===== config.mk =====
export PLATFORM = sky130hd
export DESIGN_NAME = freq_meas_sequencer_flat
export DESIGN_NICKNAME = d
export VERILOG_FILES = /design/src/rtl/freq_meas_sequencer_pkg.sv /design/src/rtl/freq_meas_sequencer_if.sv /design/src/rtl/freq_meas_sequencer_wb_single_master.sv /design/src/rtl/freq_meas_sequencer.sv /design/src/flat_wrapper.sv
export SDC_FILE = /design/constraint.sdc
export NUM_CORES = 1
export LEC_CHECK = 0
export ABC_AREA = 1
export BUFFER_PORTS_ARGS = -buffer_cell sky130_fd_sc_hd__buf_2
export CORE_ASPECT_RATIO = 1.2
export CORE_MARGIN = 4
export CORE_UTILIZATION = 25
export CTS_CLUSTER_DIAMETER = 150
export DETAILED_ROUTE_END_ITERATION = 8
export GPL_TIMING_DRIVEN = 0
export PLACE_DENSITY = 0.52
export SYNTH_ARGS = -nofsm -noshare
export SYNTH_HDL_FRONTEND = slang
export SYNTH_SLANG_ARGS = --single-unit

===== constraint.sdc =====
create_clock -name clk_i -period 1.9 [get_ports clk_i]
set_clock_uncertainty 0.1 [all_clocks]
set_input_delay 0.475 -clock clk_i [delete_from_list [all_inputs] [get_ports clk_i]]
set_output_delay 0.475 -clock clk_i [all_outputs]
set_load 0.05 [all_outputs]

===== src/rtl/freq_meas_sequencer_pkg.sv =====
// Shared constants for the frequency-measurement sequencer: counter-slave register
// map, control bit positions and the sequencer state encoding.
package freq_meas_pkg;
  localparam logic [31:0] ADDR_CTRL = 32'h8;
  localparam logic [31:0] ADDR_CNT  = 32'h9;
  localparam logic [31:0] ADDR_PH   = 32'hA;

  localparam int BIT_START = 7;
  localparam int BIT_DONE  = 6;
  localparam int BIT_READY = 5;
  localparam int BIT_RESET = 0;

  localparam logic [31:0] CTRL_RESET = 32'h1 << BIT_RESET;
  localparam logic [31:0] CTRL_START = 32'h1 << BIT_START;

  typedef enum logic [3:0] {
    IDLE, RST_WR, START_WR, POLL_WAIT, POLL_RD, CNT_RD, PH_RD, CLR_WR, DONE, ERR
  } state_t;
endpackage


===== src/rtl/freq_meas_sequencer_if.sv =====
// Wishbone classic bus between the sequencer (master) and the counter slave.
interface freq_meas_sequencer_if;
  logic        cyc_o;
  logic        stb_o;
  logic        we_o;
  logic [31:0] addr_o;
  logic [31:0] dat_o;
  logic [3:0]  sel_o;
  logic [31:0] dat_i;
  logic        ack_i;

  modport master (output cyc_o, stb_o, we_o, addr_o, dat_o, sel_o, input dat_i, ack_i);
  modport slave  (input cyc_o, stb_o, we_o, addr_o, dat_o, sel_o, output dat_i, ack_i);
endinterface


===== src/rtl/freq_meas_sequencer_wb_single_master.sv =====
// One Wishbone classic access per req; reports done (with read data) or ack timeout.
// The strobes drop on the edge that sees ack, so back-to-back accesses get a gap.
module wb_single_master #(
  parameter int ACK_TIMEOUT = 64
) (
  input  logic        clk,
  input  logic        rst_n,
  input  logic        req,
  input  logic        req_we,
  input  logic [31:0] req_addr,
  input  logic [31:0] req_dat,
  output logic        done,
  output logic        tmo,
  output logic [31:0] rdata,
  freq_meas_sequencer_if.master bus
);
  localparam int AW = $clog2(ACK_TIMEOUT + 1);

  logic [AW-1:0] ack_cnt;

  assign bus.sel_o = 4'hF;

  always_ff @(posedge clk or negedge rst_n) begin
    if (!rst_n) begin
      bus.cyc_o  <= 1'b0;
      bus.stb_o  <= 1'b0;
      bus.we_o   <= 1'b0;
      bus.addr_o <= '0;
      bus.dat_o  <= '0;
      ack_cnt    <= '0;
      done       <= 1'b0;
      tmo        <= 1'b0;
      rdata      <= '0;
    end else begin
      done <= 1'b0;
      tmo  <= 1'b0;
      if (!bus.cyc_o) begin
        ack_cnt <= '0;
        if (req) begin
          bus.cyc_o  <= 1'b1;
          bus.stb_o  <= 1'b1;
          bus.we_o   <= req_we;
          bus.addr_o <= req_addr;
          bus.dat_o  <= req_dat;
        end
      end else if (bus.ack_i) begin
        bus.cyc_o <= 1'b0;
        bus.stb_o <= 1'b0;
        done      <= 1'b1;
        rdata     <= bus.dat_i;
      end else if (ack_cnt == AW'(ACK_TIMEOUT - 1)) begin
        // cyc held for exactly ACK_TIMEOUT cycles without ack
        bus.cyc_o <= 1'b0;
        bus.stb_o <= 1'b0;
        tmo       <= 1'b1;
      end else begin
        ack_cnt <= ack_cnt + 1'b1;
      end
    end
  end
endmodule


===== src/rtl/freq_meas_sequencer.sv =====
// Drives the counter slave through reset/start/poll/read/clear and publishes results.
// Optional FREQ_SEQ_CONTINUOUS_EN: DONE/ERR restart directly while start_i stays high.
module freq_meas_sequencer
  import freq_meas_pkg::*;
#(
  parameter int POLL_INTERVAL = 16,
  parameter int MEAS_TIMEOUT  = 1_000_000,
  parameter int ACK_TIMEOUT   = 64
) (
  input  logic        clk_i,
  input  logic        ext_rst_i,
  input  logic        start_i,
  output logic        busy_o,
  output logic        result_valid_o,
  output logic [31:0] count_o,
  output logic [7:0]  phase_o,
  output logic        timeout_o,
  freq_meas_sequencer_if.master wb
);
  localparam int PW = $clog2(POLL_INTERVAL + 1);
  localparam int MW = $clog2(MEAS_TIMEOUT + 1);

  state_t        state_q, state_d;
  logic          is_acc, req, req_we, launched_q;
  logic [31:0]   req_addr, req_dat, rdata;
  logic          acc_done, acc_tmo, restart;
  logic [PW-1:0] poll_cnt;
  logic [MW-1:0] meas_cnt;
  logic [31:0]   cnt_sh;
  logic [7:0]    ph_sh;
  logic          poll_end, meas_exp;

`ifdef FREQ_SEQ_CONTINUOUS_EN
  assign restart = start_i;
`else
  assign restart = 1'b0;
`endif

  assign poll_end       = (poll_cnt == PW'(POLL_INTERVAL - 1));
  assign meas_exp       = (meas_cnt == MW'(MEAS_TIMEOUT));
  assign busy_o         = (state_q != IDLE);
  assign result_valid_o = (state_q == DONE);
  assign req            = is_acc && !launched_q;

  wb_single_master #(.ACK_TIMEOUT(ACK_TIMEOUT)) u_wb (
    .clk(clk_i), .rst_n(ext_rst_i), .req(req), .req_we(req_we), .req_addr(req_addr),
    .req_dat(req_dat), .done(acc_done), .tmo(acc_tmo), .rdata(rdata), .bus(wb)
  );

  always_comb begin
    state_d  = state_q;
    is_acc   = 1'b1;
    req_we   = 1'b0;
    req_addr = ADDR_CTRL;
    req_dat  = '0;
    case (state_q)
      IDLE: begin
        is_acc = 1'b0;
        if (start_i) state_d = RST_WR;
      end
      RST_WR: begin
        req_we  = 1'b1;
        req_dat = CTRL_RESET;
        if (acc_done) state_d = START_WR;
      end
      START_WR: begin
        req_we  = 1'b1;
        req_dat = CTRL_START;
        if (acc_done) state_d = POLL_WAIT;
      end
      POLL_WAIT: begin
        is_acc = 1'b0;
        if (meas_exp)      state_d = ERR;
        else if (poll_end) state_d = POLL_RD;
      end
      POLL_RD: begin
        // an in-flight poll is allowed to finish; a done flag wins over the timer
        if (acc_done) begin
          if (rdata[BIT_DONE]) state_d = CNT_RD;
          else if (meas_exp)   state_d = ERR;
          else                 state_d = POLL_WAIT;
        end
      end
      CNT_RD: begin
        req_addr = ADDR_CNT;
        if (acc_done) state_d = PH_RD;
      end
      PH_RD: begin
        req_addr = ADDR_PH;
        if (acc_done) state_d = CLR_WR;
      end
      CLR_WR: begin
        req_we = 1'b1;
        if (acc_done) state_d = DONE;
      end
      DONE: begin
        is_acc  = 1'b0;
        state_d = restart ? RST_WR : IDLE;
      end
      ERR: begin
        req_we  = 1'b1;
        req_dat = CTRL_RESET;
        if (acc_done || acc_tmo) state_d = restart ? RST_WR : IDLE;
      end
      default: state_d = IDLE;
    endcase
    if (is_acc && acc_tmo && state_q != ERR) state_d = ERR;
  end

  always_ff @(posedge clk_i or negedge ext_rst_i) begin
    if (!ext_rst_i) begin
      state_q    <= IDLE;
      launched_q <= 1'b0;
      poll_cnt   <= '0;
      meas_cnt   <= '0;
      cnt_sh     <= '0;
      ph_sh      <= '0;
      count_o    <= '0;
      phase_o    <= '0;
      timeout_o  <= 1'b0;
    end else begin
      state_q    <= state_d;
      launched_q <= (state_d == state_q) && (launched_q || req);

      if (state_q != POLL_WAIT || state_d != POLL_WAIT) poll_cnt <= '0;
      else if (!poll_end)                               poll_cnt <= poll_cnt + 1'b1;

      // runs from the first cycle after the start-write ack until the done flag
      if (state_q != POLL_WAIT && state_q != POLL_RD) meas_cnt <= '0;
      else if (!meas_exp)                             meas_cnt <= meas_cnt + 1'b1;

      if (state_q == CNT_RD && acc_done) cnt_sh <= rdata;
      if (state_q == PH_RD && acc_done)  ph_sh  <= rdata[7:0];
      if (state_d == DONE) begin
        count_o <= cnt_sh;
        phase_o <= ph_sh;
      end

      if (state_d == RST_WR && state_q != RST_WR) timeout_o <= 1'b0;
      else if (state_d == ERR && state_q != ERR)  timeout_o <= 1'b1;
    end
  end
endmodule


===== src/flat_wrapper.sv =====
// flat-port wrapper written by rule: the top's interface ports become plain ports
module freq_meas_sequencer_flat import freq_meas_pkg::*;
#(
  parameter int POLL_INTERVAL = 16,
  parameter int MEAS_TIMEOUT  = 1_000_000,
  parameter int ACK_TIMEOUT   = 64
)
  (clk_i, ext_rst_i, start_i, busy_o, result_valid_o, count_o, phase_o, timeout_o, wb_cyc_o, wb_stb_o, wb_we_o, wb_addr_o, wb_dat_o, wb_sel_o, wb_dat_i, wb_ack_i);
  freq_meas_sequencer_if wb_i ();
  input  logic clk_i;
  input  logic ext_rst_i;
  input  logic start_i;
  output logic busy_o;
  output logic result_valid_o;
  output logic [31:0] count_o;
  output logic [7:0] phase_o;
  output logic timeout_o;
  output wire logic [$bits(wb_i.cyc_o)-1:0] wb_cyc_o;
  output wire logic [$bits(wb_i.stb_o)-1:0] wb_stb_o;
  output wire logic [$bits(wb_i.we_o)-1:0] wb_we_o;
  output wire logic [$bits(wb_i.addr_o)-1:0] wb_addr_o;
  output wire logic [$bits(wb_i.dat_o)-1:0] wb_dat_o;
  output wire logic [$bits(wb_i.sel_o)-1:0] wb_sel_o;
  input wire logic [$bits(wb_i.dat_i)-1:0] wb_dat_i;
  input wire logic [$bits(wb_i.ack_i)-1:0] wb_ack_i;
  assign wb_cyc_o = wb_i.cyc_o;
  assign wb_stb_o = wb_i.stb_o;
  assign wb_we_o = wb_i.we_o;
  assign wb_addr_o = wb_i.addr_o;
  assign wb_dat_o = wb_i.dat_o;
  assign wb_sel_o = wb_i.sel_o;
  assign wb_i.dat_i = wb_dat_i;
  assign wb_i.ack_i = wb_ack_i;
  freq_meas_sequencer #(.POLL_INTERVAL(POLL_INTERVAL), .MEAS_TIMEOUT(MEAS_TIMEOUT), .ACK_TIMEOUT(ACK_TIMEOUT)) u_core (.clk_i(clk_i), .ext_rst_i(ext_rst_i), .start_i(start_i), .busy_o(busy_o), .result_valid_o(result_valid_o), .count_o(count_o), .phase_o(phase_o), .timeout_o(timeout_o), .wb(wb_i));
endmodule

### Yosys cells after proc, flatten, opt, wreduce, memory -nomap -nowiden

Cells that the tools add are included.

* bits in registers: 219
* bits of input ports: 36
* output and inout bits: 114
* word-level logic and storage cells: 112

* $add $sub $neg: 3
* eq/ne operators: 26
* muxes and demuxes: 40
* bitwise operators: 1
* reductions and logical operators: 24

Operator list (count)
* 4-bit 2-to-1 mux: 13
* 20-bit 2-to-1 mux: 2
* 4-bit one-hot mux with 9 select lines: 1
* 7-bit 2-to-1 mux: 3
* 20-bit by 1-bit adder with 20-bit output (second input constant): 1
* 20-bit == test (second input constant): 1
* 1-bit 2-to-1 mux: 17
* 4-bit by 3-bit == test with 1-bit output (second input constant): 4
* 4-bit == test (second input constant): 4
* 8-bit one-hot mux with 2 select lines: 1
* 5-bit 2-to-1 mux: 2
* 1-bit logical AND: 9
* 4-bit by 1-bit == test with 1-bit output (second input constant): 2
* 4-bit by 2-bit == test with 1-bit output (second input constant): 2
* 2-bit != test (second input constant): 4
* 4-bit by 2-bit != test with 1-bit output (second input constant): 2
* 2-bit AND reduction: 4
* 7-bit by 1-bit adder with 7-bit output (second input constant): 1
* 7-bit by 6-bit == test with 1-bit output (second input constant): 1
* 5-bit by 1-bit adder with 5-bit output (second input constant): 1
* 5-bit by 4-bit == test with 1-bit output (second input constant): 1
* 4-bit == test: 1
* 4-bit zero test: 1
* 4-bit by 1-bit != test with 1-bit output (second input constant): 1
* 12 further kinds: 15

### Logic depth before layout (Yosys ltp)

Gate-level depths: netlist of the first run.

* word-level depth: 10
* gate-level depth with buffers: 16
* depth with buffers taken out: 15

### By module

Synthesis of the first run repeated with hierarchy kept, for this count alone.

* cell total of the unflattened synthesis: 936
* area total of the unflattened synthesis: 9290.2 sq um

By module, submodules not included
* freq_meas_sequencer: times used 1, cells each 589, area an instance 4918.5 sq um, seq. area each 2777.7 sq um
* wb_single_master: times used 1, cells each 347, area an instance 4371.7 sq um, seq. area each 2702.6 sq um

### Least setup slack after synthesis of the first run

OpenSTA, ideal clock, no wires.

* kind: flip-flop to flip-flop
* start: register u_core.poll_cnt[0]
* end: register u_core.count_o[0]
* setup time: 0.119 ns
* data arrival time: 1.841 ns
* data required time: 1.681 ns
* slack: -0.160 ns
* stages on the path, launching flop included: 15
* buffers on the path: 1
* clock period less this slack: 2.060 ns
* path through: dfrtp_1 ha_1 nand2_1 nor2_1 ha_1 inv_1 nand3_1 nand2_1 a21oi_1 nand4_4 nor2_8 nand2_4 buf_8 nand2_2 nand2_1

* longest elaborated chain between the ends: 6

RTL lines
* start, declared: RTL line freq_meas_sequencer.sv:27 `logic [PW-1:0] poll_cnt;`
* start signal, assigned: RTL line freq_meas_sequencer.sv:126 `else if (!poll_end) poll_cnt <= poll_cnt + 1'b1;`
* 5-bit by 4-bit == test with 1-bit output: RTL line freq_meas_sequencer.sv:39 `assign poll_end = (poll_cnt == PW'(POLL_INTERVAL - 1));`
* 4-bit 2-to-1 mux: RTL line freq_meas_sequencer.sv:74 `else if (poll_end) state_d = POLL_RD;`
* 4-bit 2-to-1 mux: RTL line freq_meas_sequencer.sv:73 `if (meas_exp) state_d = ERR;`
* 4-bit one-hot mux with 9 select lines: RTL line freq_meas_sequencer.sv:56 `case (state_q)`
* 4-bit 2-to-1 mux: RTL line freq_meas_sequencer.sv:107 `if (is_acc && acc_tmo && state_q != ERR) state_d = ERR;`
* net u_core.state_d[0]: RTL line freq_meas_sequencer.sv:23 `state_t state_q, state_d;`
* 4-bit == test: RTL line freq_meas_sequencer.sv:134 `if (state_d == DONE) begin`
* end signal, assigned: RTL line freq_meas_sequencer.sv:135 `count_o <= cnt_sh;`
* end, declared: RTL line freq_meas_sequencer.sv:15 `output logic [31:0] count_o,`

The timed path passes the listed nets, and every way through them passes these cells.
A chain may end at the register's enable or synchronous reset.

### Worst setup path after layout of the first run

* start: register u_core.poll_cnt[1]
* end: register u_core.count_o[22]

Same word-level chain as after synthesis.

==> qor.yml, run 1 <==
status: "finished, violations left"
violations: "setup timing"
root_buffer: "clkbuf_16"
synth_top_area_share_pct: 54.55
yosys.area.top_type: "dfrtp_1"
setup_slack_ns: -0.3040
antenna_found_initial: 0
critPathSlowestCell: "dfrtp_1"
clock_sinks: 160
drt_iter0_drc: 345
die_area_sq_um: 32180
numCtsBuffers: 17
synthFlopType: "dfrtp_1"
drv_slew: 0
synth_area_leaders: "dfrtp_1 (55%), nand2_1 (11%), buf_4 (6.4%)"
grt_use_total_pct: 12.05
drive_gt1_share_pct: 31.49
syn-instance-count: 839
hold-path-cell-count: 3
tightest_slew_ns: 0.6298
cap_violations: 0
clock_path_buffers: 2
diodes: 0
cp_num_buf_inv: 3
cp.depth: 16
hp-class: "in -> reg"
grt_max_degree: 85
ys_ff_latch: 160
hold_violations: 0
r2r_cells: 16
die_h_um: 195.7
drc_errors: 0
syn-cell-area_sq_um: 7340
clk_pin_slew_ns: 0.07
cts-htree-levels: 4
p_leak_nw: 5.027
avgSynthCellArea_sq_um: 8.748
vias: 5811
initial_core_util_pct: 25.45
area_growth_pct: 33.94
grt_setup_unrepaired: "true"
relSlewSlack_pct: 58.01
fin_crit_ns: 2.204
async_reset_ff_share_pct: 100.0
tritoncts: "done"
hold_slack_ns: 0.1452
fmax_mhz: 453.7
fp.dieW_um: 164.4
final_nets: 1076
finalSetupViolCount: 45
worstSetupPathType: "reg -> reg"
routed_via_density: 4.055
vdd_ir_drop_max_mv: 0.5221
core_area_sq_um: 28840
drt-total-wl_mm: 18.93
crit_path_max_incr_delay_ns: 0.36
synth-edff-count: 0
cp.arrival_ns: 2.42
path_max_fanout: 10
critical_path.top_delay_family: "simple AND/OR/NAND/NOR gates"
rows: 68
io_buffers: 86
grt_pass1_vias: 5904
grt_pass1_wl_mm: 30.77
power_w: 0.01110
gr-total-overflow: 0
rrSetupSlack_ns: -0.30
p_per_area_nw_per_um2: 1129
clk_latency_ns: 0.43
synth.distinct_cells: 39
wl_per_cell_um: 13.21
critPathLaunchType: "flip-flop"
drt.antenna.violating_nets: 0
critPathRequiredTime_ns: 2.12
dr.pass1.iters: 4
dp.final_hpwl_mm: 13.29
cpMostUsedCell: "nand2_1"
place_congestion: 0.8381
synth_common_cells: "nand2_1 (216), dfrtp_1 (160), o21ai_0 (85)"
cp-end-kind: "flip-flop"
cp_cell_sequence: "ha_2 > nand2_2 > nor2_2 > ha_2 > inv_2 > nand3_2 > nand2_1 > nand2_1 > nand3_2 > nand2_4 > inv_4 > nor2_8 > nand2_8 > buf_12 > nand2_1 > nand2_1"
yosys_warnings: 0
num_io_pins: 150
min_period_over_period_pct: 116.0
yosysMostFrequentCell: "nand2_1"
ys_seq_area_share_pct: 54.55
timing repair:
| action | CTS | global route |
|---|---|---|
| hold buffers | 1 | 0 |
| pin swaps | 10 | 12 |
| endpoints found under the hold margin | 76 | 0 |
| endpoints found under the setup margin | 97 | 74 |
| gates cloned | 1 | 1 |
| resized for setup | 80 | 48 |
| buffers inserted | 12 | 14 |
power breakdown:
part / leakage (nW) / switching [W] / internal (W)
Sequential: 2.15 / 0.000211 / 0.00387
Clock: 0.305 / 0.00152 / 0.00215
Combinational: 2.57 / 0.00230 / 0.00105
Total: 5.03 / 0.00403 / 0.00707
worst min-delay path, cell delays in order:
cell and delay, ns:
buf_2 0.08, nand2_1 0.04, o21ai_0 0.05
layer usage:
layer	GRT usage (%)	up-vias	wire [um]
li1	-	2948	-
met1	14.84	2727	8309
met2	20.60	118	9483
met3	2.984	18	848
met4	4.006	0	286
met5	0	-	0
final timing paths:
check	endpoint	start
worst max-delay path	u_core.count_o[22]	u_core.poll_cnt[1]
worst min-delay path	u_core.u_wb.rdata[16]	wb_dat_i[16]
worst max register to register	u_core.count_o[22]	u_core.poll_cnt[1]
worst min register to register	u_core.count_o[30]	u_core.count_o[30]
max in group asynchronous	u_core.meas_cnt[8]	ext_rst_i
min in group asynchronous	u_core.count_o[0]	ext_rst_i
cell type report:
class                      instances  area [sq um]
fill                            2987         19010
sequential                       160          4013
multi-input combinational        562          2922
timing repair buffer             116         762.0
buffer                            92         691.9
tap                              385         481.7
clock buffer                      18         439.2
inverter                          86         325.3
clock inverter                    14         196.4
cell usage in the layout (no fill, tap or decap), types with 3 or more instances in the layout:
master / instances
nor2_2: 10
nand3_1: 63
buf_12: 3
clkbuf_2: 5
inv_2: 10
nor2_4: 10
nand3_2: 4
buf_4: 91
dfrtp_2: 7
a21oi_1: 15
dfrtp_1: 153
nor3_1: 4
ha_2: 3
bufinv_16: 3
nand3_4: 4
nand2_1: 195
nand2_4: 5
buf_2: 85
clkbuf_1: 7
conb_1: 63
inv_6: 4
clkbuf_16: 18
buf_6: 6
inv_1: 75
nor2_1: 30
buf_8: 5
a211oi_1: 3
nand4_1: 9
nand2_2: 27
mux2_2: 3
xor2_1: 4
o21ai_0: 85
stage by stage:
stage	cell area, sq um	setup TNS (ns)	std cells	utilization (%)	setup WS, ns
global route	9831	-17.56	1433	34.08	-0.4363
floorplan	7575	-2.386	900	-	-0.06618
detailed placement	8524	-28.55	1372	29.55	-0.5237
finish	9831	-12.02	1433	34.08	-0.3040
CTS	9524	-11.79	1418	33.02	-0.3081
global placement	8487	-402.87	1371	29.42	-2.347
registers in the layout, summed over array words and instances (netlist names), 2 cells and up:
register and cells:
u_core.cnt_sh 32, u_core.state_q 4, u_core.ph_sh 8, u_core.u_wb.rdata 32, u_core.u_wb.ack_cnt 7, u_core.meas_cnt 20, u_core.u_wb.bus.dat_o 2, u_core.u_wb.bus.addr_o 3
u_core.poll_cnt 5, u_core.count_o 32, u_core.phase_o 8
cells by family (layout without fill, tap and decap cells):
logic type                 count (synthesis)  in the layout  share of synthesized area, %
adders and majority gates                  5              5                        0.8524
and+or+nand+nor                          375            375                         22.67
buffers and inverters                    178            326                         12.94
AOI/OAI and AO/OA                        111            111                         7.825
muxes                                      3              3                        0.4602
xor gates and xnor gates                   5              5                        0.5966
DFF                                      160            160                         54.55
other                                      2             63                        0.1023
Power figures use the tool's default switching activity.
==> inputs of run 2 (changes only) <==
--- a/config.mk
+++ b/config.mk
@@ -13,7 +13,8 @@
 export CTS_CLUSTER_DIAMETER = 150
 export DETAILED_ROUTE_END_ITERATION = 8
 export GPL_TIMING_DRIVEN = 0
-export PLACE_DENSITY = 0.52
+export PLACE_DENSITY = 0.51
 export SYNTH_ARGS = -nofsm -noshare
 export SYNTH_HDL_FRONTEND = slang
+export SYNTH_HIERARCHICAL = 1
 export SYNTH_SLANG_ARGS = --single-unit
==> run 2 against run 1 <==
  * The run still ends with setup timing left
  * Setup slack worse by 0.00067 ns
  * Maximum frequency is essentially flat
  * Critical path depth is 1 higher
  * Sequential share of layout area increased by 1.2 points
  * Synthesized cell count up 12%
  * Clock power increased by 27%
  * Critical path type unchanged
  * Largest cell class unchanged
  * Highest routed layer unchanged
==> qor.yml, run 2 <==
status: "finished, violations left"
violations: "setup timing"
async_reset_ff_share_pct: 100.0
syn-cell-area_sq_um: 9290
grt_setup_unrepaired: "true"
vdd_ir_drop_max_mv: 0.7618
vias: 7023
p_per_area_nw_per_um2: 1561
yosys_warnings: 6
clk_pin_slew_ns: 0.06
grt_pass1_vias: 7093
synth-edff-count: 0
dp.final_hpwl_mm: 15.88
final_nets: 1265
holdCritStartpoint: "wb_dat_i[29]"
die_area_sq_um: 40320
grt_max_degree: 96
cts-htree-levels: 1
final_core_util_pct: 35.47
syn-instance-count: 936
cp_cell_sequence: "ha_2 > nand2_2 > nor2_2 > ha_2 > inv_2 > nand2_2 > inv_2 > o21ai_2 > nand2_2 > nand2_2 > inv_2 > nor2_4 > nand2_4 > buf_12 > clkbuf_16 > nand2_2 > nand2_1"
final_common_cell: "nand2_1"
drt.antenna.violating_nets: 0
cap_violations: 0
drive_gt1_share_pct: 38.50
antenna_found_initial: 0
wl_per_cell_um: 14.04
setup_tns_ns: -15.89
yosysMostFrequentCell: "nand2_1"
dp_slack_ns: -0.6208
cp_num_buf_inv: 5
critical_path.top_delay_family: "simple AND/OR/NAND/NOR gates"
place_area_sq_um: 10900
synth_area_leaders: "dfrtp_1 (59%), nand2_1 (12%), mux2_4 (6.3%)"
crit_path_max_incr_delay_ns: 0.35
tightest_slew_ns: 0.5040
whs_endpoint: "u_core/u_wb/rdata[29]"
cp.arrival_ns: 2.51
min_period_over_period_pct: 116.0
dr.pass1.iters: 6
place_congestion: 0.7831
area_growth_pct: 40.50
worstSetupPathType: "reg -> reg"
diodes: 0
synth.distinct_cells: 39
fin_area_sq_um: 13050
fillers: 3781
clock_path_buffers: 3
multi_input_area_sq_um: 3980
setup_slack_ns: -0.3046
io_buffers: 145
path_max_fanout: 5
initial_core_util_pct: 25.24
synth_common_cells: "nand2_1 (297), dfrtp_1 (219), inv_1 (73)"
cp.depth: 17
cpMostUsedCell: "nand2_2"
cp-end-kind: "flip-flop"
drt-total-wl_mm: 24.05
critPathSlowestCell: "dfrtp_1"
finalSetupViolCount: 99
drv_slew: 0
numCtsBuffers: 25
avgSynthCellArea_sq_um: 9.925
rrSetupSlack_ns: -0.30
critPathLaunchType: "flip-flop"
rows: 77
clk_latency_ns: 0.52
root_buffer: "clkbuf_16"
fmax_mhz: 453.6
routed_via_density: 4.100
power_w: 0.02037
fp.dieW_um: 184.0
yosys.area.top_type: "dfrtp_1"
core_area_sq_um: 36800
relSlewSlack_pct: 66.40
gr-total-overflow: 0
r2r_cells: 17
fin_crit_ns: 2.205
timing.rr.end: "u_core/count_o[28]"
p_leak_nw: 6.608
r2r_start: "u_core/poll_cnt[0]"
hp-class: "in -> reg"
die_h_um: 219.2
drc_errors: 0
mostFrequentLayoutCells: "nand2_1 (246), dfrtp_1 (211), buf_2 (148)"
clock_sinks: 219
tritoncts: "done"
num_io_pins: 150
drt_iter0_drc: 256
grt_pass1_wl_mm: 37.85
ys_seq_area_share_pct: 58.99
hold_violations: 0
hold-path-cell-count: 3
ys_ff_latch: 219
critPathRequiredTime_ns: 2.21
grt_use_total_pct: 11.54
seqCellArea_sq_um: 5490
synthFlopType: "dfrtp_1"
synth_top_area_share_pct: 58.99
==> run 2: cell types whose count changed in the layout (fill, tap and decap cells not counted), sizes merged, moves of 3 or more <==
| cell | delta |
|---|---|
| buf | +31 |
| clkbuf | +12 |
| clkinv | +4 |
| dfrtp | +59 |
| inv | -7 |
| mux2 | +62 |
| nand2 | +72 |
| nand3 | -25 |
| nor2 | +6 |
| nor3 | +3 |
| o21ai | -19 |
==> run 2: worst register-to-register path, stage by stage, from the launching register on <==
cell and delay (ns):
dfrtp_1 0.35, ha_2 0.19, nand2_2 0.06, nor2_2 0.08, ha_2 0.19, inv_2 0.04
nand2_2 0.07, inv_2 0.04, o21ai_2 0.13, nand2_2 0.08, nand2_2 0.09, inv_2 0.06
nor2_4 0.14, nand2_4 0.08, buf_12 0.15, clkbuf_16 0.16, nand2_2 0.05, nand2_1 0.04
==> run 2: report_power, final <==
part           internal (W)  total, W  leakage (nW)  switching (W)
combinational       0.00380   0.00919          3.37        0.00539
sequential          0.00582   0.00649          2.84       0.000668
clock               0.00280   0.00469         0.395        0.00190
==> run 2: per-stage QoR <==
stage / std cells / hold WS (ns)
3_3_place_gp: 1616 / 0.3490
5_1_grt: 1713 / 0.02305
3_5_place_dp: 1618 / 0.2940
6_report: 1713 / 0.04582
4_1_cts: 1687 / 0.01366
2_1_floorplan: 997 / 0.07941
==> run 2: area by class of cell <==
type,count,area share [%]
timing repair buffer,203,11.52
tap,474,4.544
clock buffer,34,5.589
clock inverter,8,0.5368
multi-input combinational,656,30.49
buffer,32,2.722
inverter,87,2.531
sequential,219,42.06
==> run 2: logic make-up after synthesis <==
family / count (synthesis) / synth area share, %
other cells: 3 / 0.1212
simple gates: 430 / 19.17
mux: 65 / 9.455
flops: 219 / 58.99
buf+inv: 122 / 6.303
fa+ha+maj: 5 / 0.6734
xor+xnor: 4 / 0.3771
compound gates: 88 / 4.916
==> run 2: repair_timing <==
action | CTS | global route
endpoints found under the setup margin | 156 | 213
resized for setup | 94 | 125
endpoints found under the hold margin | 45 | 0
hold buffers | 1 | 0
gates cloned | 5 | 7
pin swaps | 20 | 22
buffers inserted | 24 | 21
==> run 2: per-layer routing <==
metal  global-route usage [%]  vias up  wire (um)
met5                        0        -          0
met3                    2.006       29       1018
li1                         -     3515          -
met2                    20.71      107      12640
met4                    3.698        0        557
met1                    14.00     3372       9831
==> run 2: worst max-delay path by stage <==
stage                             startpoint                        end  slack (ns)
after CTS                 u_core/poll_cnt[1]          u_core/phase_o[7]       -0.35
after global placement             ext_rst_i  u_core/u_wb/bus.addr_o[9]       -3.78
final                     u_core/poll_cnt[0]         u_core/count_o[28]       -0.30
after detailed placement  u_core/meas_cnt[0]         u_core/count_o[19]       -0.62
after global routing      u_core/poll_cnt[0]          u_core/phase_o[2]       -0.46
after floorplan           u_core/poll_cnt[0]         u_core/count_o[10]       -0.18
==> inputs of run 3 (changes only) <==
--- a/config.mk
+++ b/config.mk
@@ -14,6 +14,8 @@
 export DETAILED_ROUTE_END_ITERATION = 8
 export GPL_TIMING_DRIVEN = 0
 export PLACE_DENSITY = 0.51
+export SETUP_SLACK_MARGIN = 0.1
+export SLEW_MARGIN = 20
 export SYNTH_ARGS = -nofsm -noshare
 export SYNTH_HDL_FRONTEND = slang
 export SYNTH_HIERARCHICAL = 1
==> run 3 against run 2 <==
  * Flip-flop and latch count unchanged
  * Setup slack worse by 0.074 ns
  * First-iteration DRC count down 3.1%
  * Critical endpoint is now u_core/count_o[12]
  * Largest cell class unchanged
  * Global-route usage increased by 0.54 points
  * Non-clock buffer count is 9 higher
  * Highest routed layer is now met5
  * The flow still finishes with violations (setup timing)
  * Clock power is 6.8% higher
  * Power is 3.0% higher
==> qor.yml, run 3 (same netlist as run 2, synthesis figures left out) <==
diodes: 0
min_period_over_period_pct: 119.9
grt_use_total_pct: 12.08
cp-end-kind: "flip-flop"
worstSetupPathType: "reg -> reg"
fillers: 3759
vias: 7136
drt_iter0_drc: 248
tritoncts: "done"
drt.antenna.violating_nets: 0
wl_per_cell_um: 14.38
final_core_util_pct: 36.42
p_leak_nw: 6.763
critPathRequiredTime_ns: 2.21
clk_pin_slew_ns: 0.06
place_congestion: 0.7826
dp.cells: 1618
power_w: 0.02099
clk_latency_ns: 0.53
r2r_cells: 17
cts-htree-levels: 1
rows: 77
fp.dieW_um: 184.0
drt-total-wl_mm: 24.79
area_growth_pct: 44.30
met1_length_mm: 10.09
mostFrequentLayoutCells: "nand2_1 (242), dfrtp_1 (210), buf_2 (127)"
gr-total-overflow: 0
cp_num_buf_inv: 4
drive_gt1_share_pct: 39.44
clock_sinks: 219
grt_setup_unrepaired: "true"
numCtsBuffers: 25
fmax_mhz: 438.9
wl_met3_um: 976
grt_pass1_vias: 7343
grt_max_degree: 91
setup_tns_ns: -14.86
critPathSlowestCell: "dfrtp_1"
root_buffer: "clkbuf_16"
instances_no_fill: 1724
hold-path-cell-count: 2
die_h_um: 219.2
num_io_pins: 150
critical_path.top_delay_family: "simple AND/OR/NAND/NOR gates"
crit_path_max_incr_delay_ns: 0.36
core_area_sq_um: 36800
final_common_cell: "nand2_1"
cap_violations: 0
cp.arrival_ns: 2.59
violations: "setup timing"
dp.final_hpwl_mm: 16.03
drc_errors: 0
routed_via_density: 4.139
fin_crit_ns: 2.279
clock_path_buffers: 3
cp_cell_sequence: "ha_2 > nand2_2 > nor2_2 > ha_2 > inv_2 > nand2_2 > nand2_1 > clkinv_1 > nand2_1 > nor2_2 > nand3_2 > nor2_4 > nand2_4 > buf_12 > clkbuf_16 > nand2_2 > o21ai_2"
initial_core_util_pct: 25.24
path_max_fanout: 7
top_layer_used: "met5"
die_area_sq_um: 40320
status: "finished, violations left"
antenna_found_initial: 2
hold_violations: 0
setup_slack_ns: -0.3785
io_buffers: 145
finalSetupViolCount: 48
dr.pass1.iters: 5
relSlewSlack_pct: 64.99
met2WireLength_mm: 13.21
cp.depth: 17
drv_slew: 0
final_nets: 1274
tightest_slew_ns: 0.5252
vdd_ir_drop_max_mv: 0.8976
p_per_area_nw_per_um2: 1566
critPathLaunchType: "flip-flop"
hold_slack_ns: 0.03965
grt_pass1_wl_mm: 39.54
cpMostUsedCell: "nand2_2"
hp-class: "in -> reg"
[run 3: cell types whose count changed in the layout (fill, tap and decap cells not counted), sizes merged]
cell,delta
clkbuf,+13
buf,-3
bufinv,+2
clkinvlp,-2
dlygate4sd3,+1
[run 3: cell type report]
| class | instances | area [sq um] | share of cell area [%] |
|---|---|---|---|
| Multi-Input combinational cell | 656 | 4073 | 30.38 |
| Clock inverter | 8 | 122.6 | 0.9147 |
| Clock buffer | 36 | 737.0 | 5.497 |
| Buffer | 34 | 391.6 | 2.921 |
| Tap cell | 474 | 593.1 | 4.424 |
| Inverter | 87 | 332.8 | 2.483 |
| Timing Repair Buffer | 210 | 1664 | 12.41 |
| Sequential cell | 219 | 5492 | 40.96 |
[run 3: path summary, 6_finish.rpt]
kind / from / endpoint / slack [ns]
hold / removal: wb_ack_i / u_core/u_wb/tmo / 0.04
hold reg to reg: u_core/u_wb/rdata[20] / u_core/cnt_sh[20] / 0.37
max in group asynchronous: ext_rst_i / u_core/count_o[15] / 0.33
min in group asynchronous: ext_rst_i / u_core/count_o[18] / 0.33
setup / recovery: u_core/poll_cnt[1] / u_core/count_o[12] / -0.38
setup reg to reg: u_core/poll_cnt[1] / u_core/count_o[12] / -0.38
[run 3: metal layers]
metal  up-vias  GRT usage, %
li1       3529             -
met1      3443         15.19
met2       127         21.26
met3        33         2.188
met4         4         3.304
met5         -             0
[run 3: metrics by stage]
stage / setup WS [ns] / instance area (sq um)
floorplan: -0.1815 / 9523
global placement: -3.752 / 10840
detailed placement: -0.6273 / 10910
CTS: -0.3637 / 12910
global route: -0.5059 / 13410
finish: -0.3785 / 13410
[run 3: what timing repair did]
item,CTS,global route
buffers inserted,41,15
pin swaps,14,36
hold buffers,2,0
hold endpoints to repair,42,0
endpoints found under the setup margin,172,255
resized for setup,171,125
cloned,11,3
[run 3: report_power, final]
part	internal (W)	leakage, nW	total [W]	switching (W)
Clock	0.00309	0.426	0.00501	0.00192
Sequential	0.00582	2.84	0.00653	0.000709
Combinational	0.00397	3.50	0.00944	0.00547
